`config.mk`:
```
export PLATFORM = sky130hd
export DESIGN_NAME = uart_rx_ctl_flat
export DESIGN_NICKNAME = d
export VERILOG_FILES = /design/src/rtl/uart_pkg.sv /design/src/rtl/uart_rx_ctl_if.sv /design/src/rtl/uart_baud_gen.sv /design/src/rtl/uart_rx_ctl.sv /design/src/flat_wrapper.sv
export SDC_FILE = /design/constraint.sdc
export NUM_CORES = 1
export LEC_CHECK = 0
export CAP_MARGIN = 5
export CELL_PAD_IN_SITES_DETAIL_PLACEMENT = 0
export CELL_PAD_IN_SITES_GLOBAL_PLACEMENT = 1
export CORE_MARGIN = 2
export CORE_UTILIZATION = 48
export DETAILED_ROUTE_END_ITERATION = 8
export DONT_BUFFER_PORTS = 1
export MAX_ROUTING_LAYER = met4
export PLACE_DENSITY = 0.73
export SLEW_MARGIN = 20
export SYNTH_ARGS = -nofsm -noshare
export SYNTH_HDL_FRONTEND = slang
export SYNTH_HIERARCHICAL = 1
export SYNTH_SLANG_ARGS = --single-unit
```
`constraint.sdc`:
```
create_clock -name clk_rx -period 4.45 [get_ports clk_rx]
set_input_delay 0.89 -clock clk_rx [delete_from_list [all_inputs] [get_ports clk_rx]]
set_output_delay 0.89 -clock clk_rx [all_outputs]
set_load 0.05 [all_outputs]
```
`src/rtl/uart_pkg.sv`:
```
// uart_pkg: shared receive-path types and tick generator sizing helpers.
// Used by the oversample tick generator and the receive FSM.
`timescale 1ns/1ps
package uart_pkg;

  localparam int DATA_BITS = 8;

  typedef enum logic [2:0] {
    IDLE,
    START,
    DATA,
    STOP,
    PARITY,
    WAIT_HIGH
  } rx_state_e;

  function automatic int calc_divider(
    input int clock_rate,
    input int baud_rate,
    input int oversample
  );
    return clock_rate / (baud_rate * oversample);
  endfunction

  function automatic int calc_div_width(
    input int clock_rate,
    input int baud_rate,
    input int oversample
  );
    int div;
    div = calc_divider(clock_rate, baud_rate, oversample);
    return (div > 1) ? $clog2(div) : 1;
  endfunction

endpackage

```
`src/rtl/uart_rx_ctl_if.sv`:
```
// uart_rx_ctl_if: received-byte bundle toward the LED output stage.
// parity_err exists only when UART_RX_PARITY_EN is defined.
`timescale 1ns/1ps
interface uart_rx_ctl_if;
  import uart_pkg::*;

  logic [DATA_BITS-1:0] rx_data;
  logic                 rx_data_rdy;
  logic                 frame_err;
`ifdef UART_RX_PARITY_EN
  logic                 parity_err;

  modport master (
    output rx_data,
    output rx_data_rdy,
    output frame_err,
    output parity_err
  );

  modport slave (
    input rx_data,
    input rx_data_rdy,
    input frame_err,
    input parity_err
  );
`else
  modport master (
    output rx_data,
    output rx_data_rdy,
    output frame_err
  );

  modport slave (
    input rx_data,
    input rx_data_rdy,
    input frame_err
  );
`endif
endinterface

```
`src/rtl/uart_baud_gen.sv`:
```
// uart_baud_gen: free-running oversample tick generator.
// Emits a one-cycle baud_x16_en every DIVIDER clk_rx cycles.
`timescale 1ns/1ps
module uart_baud_gen
  import uart_pkg::*;
#(
  parameter int CLOCK_RATE = 50_000_000,
  parameter int BAUD_RATE  = 115_200,
  parameter int OVERSAMPLE = 16
) (
  input  logic clk_rx,
  input  logic rst_clk_rx_n,
  output logic baud_x16_en
);

  localparam int DIV =
    calc_divider(CLOCK_RATE, BAUD_RATE, OVERSAMPLE);
  localparam int CW =
    calc_div_width(CLOCK_RATE, BAUD_RATE, OVERSAMPLE);
  localparam logic [CW-1:0] LAST = CW'(DIV - 1);

  logic [CW-1:0] cnt;

  assign baud_x16_en = (cnt == LAST);

  always_ff @(posedge clk_rx or negedge rst_clk_rx_n) begin
    if (!rst_clk_rx_n) begin
      cnt <= '0;
    end else if (baud_x16_en) begin
      cnt <= '0;
    end else begin
      cnt <= cnt + 1'b1;
    end
  end

endmodule

```
`src/rtl/uart_rx_ctl.sv`:
```
// uart_rx_ctl: 16x oversampled 8N1 UART receiver, LSB first.
// Define UART_RX_PARITY_EN for 8E1 framing with a parity_err strobe.
`timescale 1ns/1ps
module uart_rx_ctl
  import uart_pkg::*;
#(
  parameter int CLOCK_RATE = 50_000_000,
  parameter int BAUD_RATE  = 115_200,
  parameter int OVERSAMPLE = 16
) (
  input  logic          clk_rx,
  input  logic          rst_clk_rx_n,
  input  logic          rxd_i,
  uart_rx_ctl_if.master rx
);

  localparam int OSW = $clog2(OVERSAMPLE);
  localparam logic [OSW-1:0] OS_MID =
    OSW'(OVERSAMPLE / 2 - 1);
  localparam logic [OSW-1:0] OS_END =
    OSW'(OVERSAMPLE - 1);
  localparam logic [2:0] BIT_LAST = 3'(DATA_BITS - 1);

  logic tick;
  logic rxd_m;
  logic rxd_s;
  logic samp;

  rx_state_e            state;
  rx_state_e            state_nx;
  logic [OSW-1:0]       os_cnt;
  logic [OSW-1:0]       os_nx;
  logic [2:0]           bit_cnt;
  logic [2:0]           bit_nx;
  logic [DATA_BITS-1:0] sh;
  logic [DATA_BITS-1:0] sh_nx;
  logic                 load;
  logic                 ferr;
`ifdef UART_RX_PARITY_EN
  logic                 par;
  logic                 par_nx;
  logic                 perr;
`endif

  uart_baud_gen #(
    .CLOCK_RATE (CLOCK_RATE),
    .BAUD_RATE  (BAUD_RATE),
    .OVERSAMPLE (OVERSAMPLE)
  ) u_baud_gen (
    .clk_rx       (clk_rx),
    .rst_clk_rx_n (rst_clk_rx_n),
    .baud_x16_en  (tick)
  );

  // Line idles high, so the synchronizer resets to 1.
  always_ff @(posedge clk_rx or negedge rst_clk_rx_n) begin
    if (!rst_clk_rx_n) begin
      rxd_m <= 1'b1;
      rxd_s <= 1'b1;
    end else begin
      rxd_m <= rxd_i;
      rxd_s <= rxd_m;
    end
  end

  assign samp = tick && (os_cnt == OS_END);

  always_ff @(posedge clk_rx or negedge rst_clk_rx_n) begin
    if (!rst_clk_rx_n) begin
      state   <= IDLE;
      os_cnt  <= '0;
      bit_cnt <= '0;
      sh      <= '0;
`ifdef UART_RX_PARITY_EN
      par     <= 1'b0;
`endif
    end else begin
      state   <= state_nx;
      os_cnt  <= os_nx;
      bit_cnt <= bit_nx;
      sh      <= sh_nx;
`ifdef UART_RX_PARITY_EN
      par     <= par_nx;
`endif
    end
  end

  always_comb begin
    state_nx = state;
    os_nx    = tick ? os_cnt + 1'b1 : os_cnt;
    bit_nx   = bit_cnt;
    sh_nx    = sh;
    load     = 1'b0;
    ferr     = 1'b0;
`ifdef UART_RX_PARITY_EN
    par_nx   = par;
    perr     = 1'b0;
`endif
    unique case (state)
      IDLE: begin
        if (tick && !rxd_s) begin
          os_nx    = '0;
          state_nx = START;
        end
      end
      START: begin
        if (tick && os_cnt == OS_MID) begin
          if (!rxd_s) begin
            os_nx    = '0;
            bit_nx   = '0;
            state_nx = DATA;
          end else begin
            state_nx = IDLE;
          end
        end
      end
      DATA: begin
        if (samp) begin
          sh_nx = {rxd_s, sh[DATA_BITS-1:1]};
          if (bit_cnt == BIT_LAST) begin
`ifdef UART_RX_PARITY_EN
            state_nx = PARITY;
`else
            state_nx = STOP;
`endif
          end else begin
            bit_nx = bit_cnt + 1'b1;
          end
        end
      end
      PARITY: begin
`ifdef UART_RX_PARITY_EN
        if (samp) begin
          par_nx   = rxd_s;
          state_nx = STOP;
        end
`else
        state_nx = IDLE;
`endif
      end
      STOP: begin
        if (samp) begin
          if (rxd_s) begin
`ifdef UART_RX_PARITY_EN
            if (^{sh, par}) begin
              perr = 1'b1;
            end else begin
              load = 1'b1;
            end
`else
            load = 1'b1;
`endif
            state_nx = IDLE;
          end else begin
            ferr     = 1'b1;
            state_nx = WAIT_HIGH;
          end
        end
      end
      WAIT_HIGH: begin
        // A held-low break must not look like new start bits.
        if (tick && rxd_s) begin
          state_nx = IDLE;
        end
      end
      default: begin
        state_nx = IDLE;
      end
    endcase
  end

  always_ff @(posedge clk_rx or negedge rst_clk_rx_n) begin
    if (!rst_clk_rx_n) begin
      rx.rx_data     <= '0;
      rx.rx_data_rdy <= 1'b0;
      rx.frame_err   <= 1'b0;
`ifdef UART_RX_PARITY_EN
      rx.parity_err  <= 1'b0;
`endif
    end else begin
      if (load) begin
        rx.rx_data <= sh;
      end
      rx.rx_data_rdy <= load;
      rx.frame_err   <= ferr;
`ifdef UART_RX_PARITY_EN
      rx.parity_err  <= perr;
`endif
    end
  end

endmodule

```
`src/flat_wrapper.sv`:
```
// flat-port wrapper written by rule: the top's interface ports become plain ports
module uart_rx_ctl_flat import uart_pkg::*;
#(
  parameter int CLOCK_RATE = 50_000_000,
  parameter int BAUD_RATE  = 115_200,
  parameter int OVERSAMPLE = 16
)
  (clk_rx, rst_clk_rx_n, rxd_i, rx_rx_data, rx_rx_data_rdy, rx_frame_err);
  uart_rx_ctl_if rx_i ();
  input  logic clk_rx;
  input  logic rst_clk_rx_n;
  input  logic rxd_i;
  output wire logic [$bits(rx_i.rx_data)-1:0] rx_rx_data;
  output wire logic [$bits(rx_i.rx_data_rdy)-1:0] rx_rx_data_rdy;
  output wire logic [$bits(rx_i.frame_err)-1:0] rx_frame_err;
  assign rx_rx_data = rx_i.rx_data;
  assign rx_rx_data_rdy = rx_i.rx_data_rdy;
  assign rx_frame_err = rx_i.frame_err;
  uart_rx_ctl #(.CLOCK_RATE(CLOCK_RATE), .BAUD_RATE(BAUD_RATE), .OVERSAMPLE(OVERSAMPLE)) u_core (.clk_rx(clk_rx), .rst_clk_rx_n(rst_clk_rx_n), .rxd_i(rxd_i), .rx(rx_i));
endmodule
```
==> summary.md <==
| Metric | Value |
|---|---|
| Post-synth ARST share | 1.00 |
| Net count, final | 137 |
| Fin Setup TNS | 0 ns |
| Switching share of total power | 0.174 |
| Ant. Diodes | 0 |
| Post-synth top area share | 0.508 |
| Min-delay worst type | primary input to async pin |
| EDFF count, synth | 0 |
| Placed cell area | 1660 µm² |
| PwrDens | 341 nW/µm² |
| Multi-input gate area | 724 µm² |
| Core Util, Final | 0.538 |
| Hold WS | 0.236 ns |
| Critical Path RT | 4.67 ns |
| Share of cells above drive strength 1 | 0.254 |
| Insertion delay to the later sink of the worst-skew pair | 0.33 ns |
| CTS Buffer Depth | 2 |
| Seq pwr share | 0.534 |
| Setup CP Type | flip-flop to flip-flop |
| Area contributors post-synth | dfrtp_1, mux2_2, ha_1 |
| Site row count | 21 |
| Max Slew Vio Count | 0 |
| Unique masters post-synth | 46 |
| Yosys top cell by area | dfrtp_1 |
| Sink Count | 35 |
| Final Skew | 0.0160 ns |
| TritonCTS clock tree | built |
| Routed len/inst | 14.7 µm |
| Slew headroom | 0.616 |
| Initial antenna violation count | 0 |
| I/O Buffers | 0 |
| FF+latch count, synth | 35 |
| Sequential share of the synthesized area | 0.540 |
| Crit-path max FO | 11 |
| Die Span Y | 62.2 µm |
| Io pins | 13 |
| Netlist Area Pre-Place | 1630 µm² |
| Post-cts resize count | 0 |
| Mean post-synth cell area | 13.0 µm² |
| Hold_buf cts | 0 |
| Design Area, Final | 1770 µm² |
| Drt pass-1 iters | 4 |
| CTS root buf | clkbuf_4 |
| # Max-Cap Violations | 0 |
| Core ar. | 3280 µm² |
| Max Freq | 427 MHz |
| Final Power | 0.000601 W |
| Vias in the first global route | 1021 |
| Status | finished clean |
| Tmin final | 2.34 ns |
| Htree depth | 2 |
| Final ANT Viol Nets | 0 |
| Dpl hpwl | 1750 µm |
| Worst-margin pin slew | 0.575 ns |
| GRT Overall Usage | 0.165 |
| Fill cells | 295 |
| Post-synth net total | 133 |
| Register area | 878 µm² |
| Via count | 959 |
| Crit path DAT | 2.56 ns |
| Worst IR Drop VDD | 0.225 mV |
| Logic gate share of total power | 0.004 |
| Starting density of the core | 0.495 |
| RePlAce Congestion | 0.806 |
| GRT Residual Overflow | 0 |
| Number of DRC markers in iteration 0 | 72 |
| R2R setup slack | 2.11 ns |
| Yosys Warn Count | 6 |
| Die ar. | 3870 µm² |
| R2R cell count | 7 |
| Lkg Pwr | 0.870 nW |
| Post-synth top flop | dfrtp_1 |
| Setup violators final | 0 |
| Top cells by count, synth | dfrtp_1, mux2_2, nor2_1 |
| CP Capture Type | flip-flop |
| Largest net degree at the start of global routing | 36 |
| CTS Buf Count | 5 |
| Most common cell in the synthesized netlist | dfrtp_1 |
| Post-CTS Setup Bufs | 0 |
| P&R area growth vs syn | 8.54% |
| Final wirelength | 2590 µm |
| Period utilization | 0.527 |
| Vias per cell | 5.45 |
| Die Wd | 62.2 µm |
| RSZ-0062 raised after global routing | no |
| Mapped Cells | 125 |
| # DRC | 0 |
| Clock power frac | 0.461 |
| Startpoint Class | flip-flop |
| Hold Violations, Final | 0 |
| Pint | 0.000496 W |
| P_sw | 0.000105 W |
| CTS clock-pin slew for the worst setup and hold paths | 0.11 ns |
| First-pass GRT wire length | 4850 µm |
-- through the flow --
| stage | std cells | setup slack (ns) |
|---|---|---|
| floorplan | 125 | 2.43 |
| global placement | 168 | 2.20 |
| detailed placement | 168 | 2.12 |
| CTS | 176 | 2.11 |
| global route | 176 | 1.96 |
| finish | 176 | 2.11 |
-- power by group through the flow --
stage	Sequential (W)	Combinational, W	Clock, W
after floorplan	0.000327	0.00000214	0
after global placement	0.000327	0.00000231	0
after detailed placement	0.000327	0.00000248	0
after CTS	0.000321	0.00000252	0.000288
after global routing	0.000322	0.00000273	0.000304
final	0.000321	0.00000251	0.000277
-- worst max-delay path, cell delays in order, from the launching register on --
cell,delay (ns)
dfrtp_1,0.43
inv_1,0.07
ha_1,0.20
and4b_1,0.49
and4_2,0.37
nand2b_4,0.12
nor2_8,0.20
mux2_2,0.35
-- logic make-up (layout without fill, tap and decap cells) --
kind of cell / after synthesis / after routing / share of synthesized area
adder cells (fa/ha/maj): 5 / 5 / 0.0385
multiplexers: 17 / 17 / 0.117
XOR/XNOR: 3 / 3 / 0.0162
flip-flops: 35 / 35 / 0.540
AO/OA/AOI/OAI: 20 / 20 / 0.0946
buffers and inverters: 4 / 9 / 0.0146
AND/OR/NAND/NOR: 41 / 41 / 0.179
-- cell usage in the layout, fill, tap and decap left out, drive strengths merged, types with 2 or more instances in the layout --
master,Yosys,final
a22o,2,2
mux2,16,16
nand2b,5,5
nand3b,3,3
nand2,5,5
xor2,2,2
dfrtp,33,33
ha,5,5
and3,2,2
nand4,2,2
and2,2,2
a21oi,2,2
nor2,10,10
and4b,3,3
dfstp,2,2
bufinv,0,2
clkbuf,1,6
a211o,2,2
o21ai,4,4
-- final cells by class --
cell class,count,share of cell area
clock buffer,6,0.0234
clock inverter,2,0.0340
inverter,1,0.00213
multi-input combinational,86,0.410
sequential,35,0.498
tap,46,0.0326
-- sequential cells by signal, summed over array words and instances, names as in the netlist --
register,flops
u_core/rx.rx_data,8
u_core/sh,8
u_core/u_baud_gen/cnt,5
u_core/os_cnt,4
u_core/bit_cnt,3
u_core/state,3
u_core/rx.frame_err,1
u_core/rx.rx_data_rdy,1
u_core/rxd_m,1
u_core/rxd_s,1
-- final timing paths --
path / startpoint / to
worst min register to register: u_core/rxd_m / u_core/rxd_s
worst min-delay path: rst_clk_rx_n / u_core/sh[6]
max in group asynchronous: rst_clk_rx_n / u_core/rxd_s
worst max register to register: u_core/u_baud_gen/cnt[0] / u_core/rx.rx_data[3]
min in group clk_rx: u_core/rxd_m / u_core/rxd_s
worst max-delay path: u_core/u_baud_gen/cnt[0] / u_core/rx.rx_data[3]
-- layer usage --
layer,track usage,part of all wire,vias to the layer above
met5,-,0,-
met4,0.0833,0.0074,0
met3,0.0417,0.037,2
met2,0.253,0.49,13
met1,0.204,0.46,479
li1,-,-,465
Power figures use the tool's default switching activity.
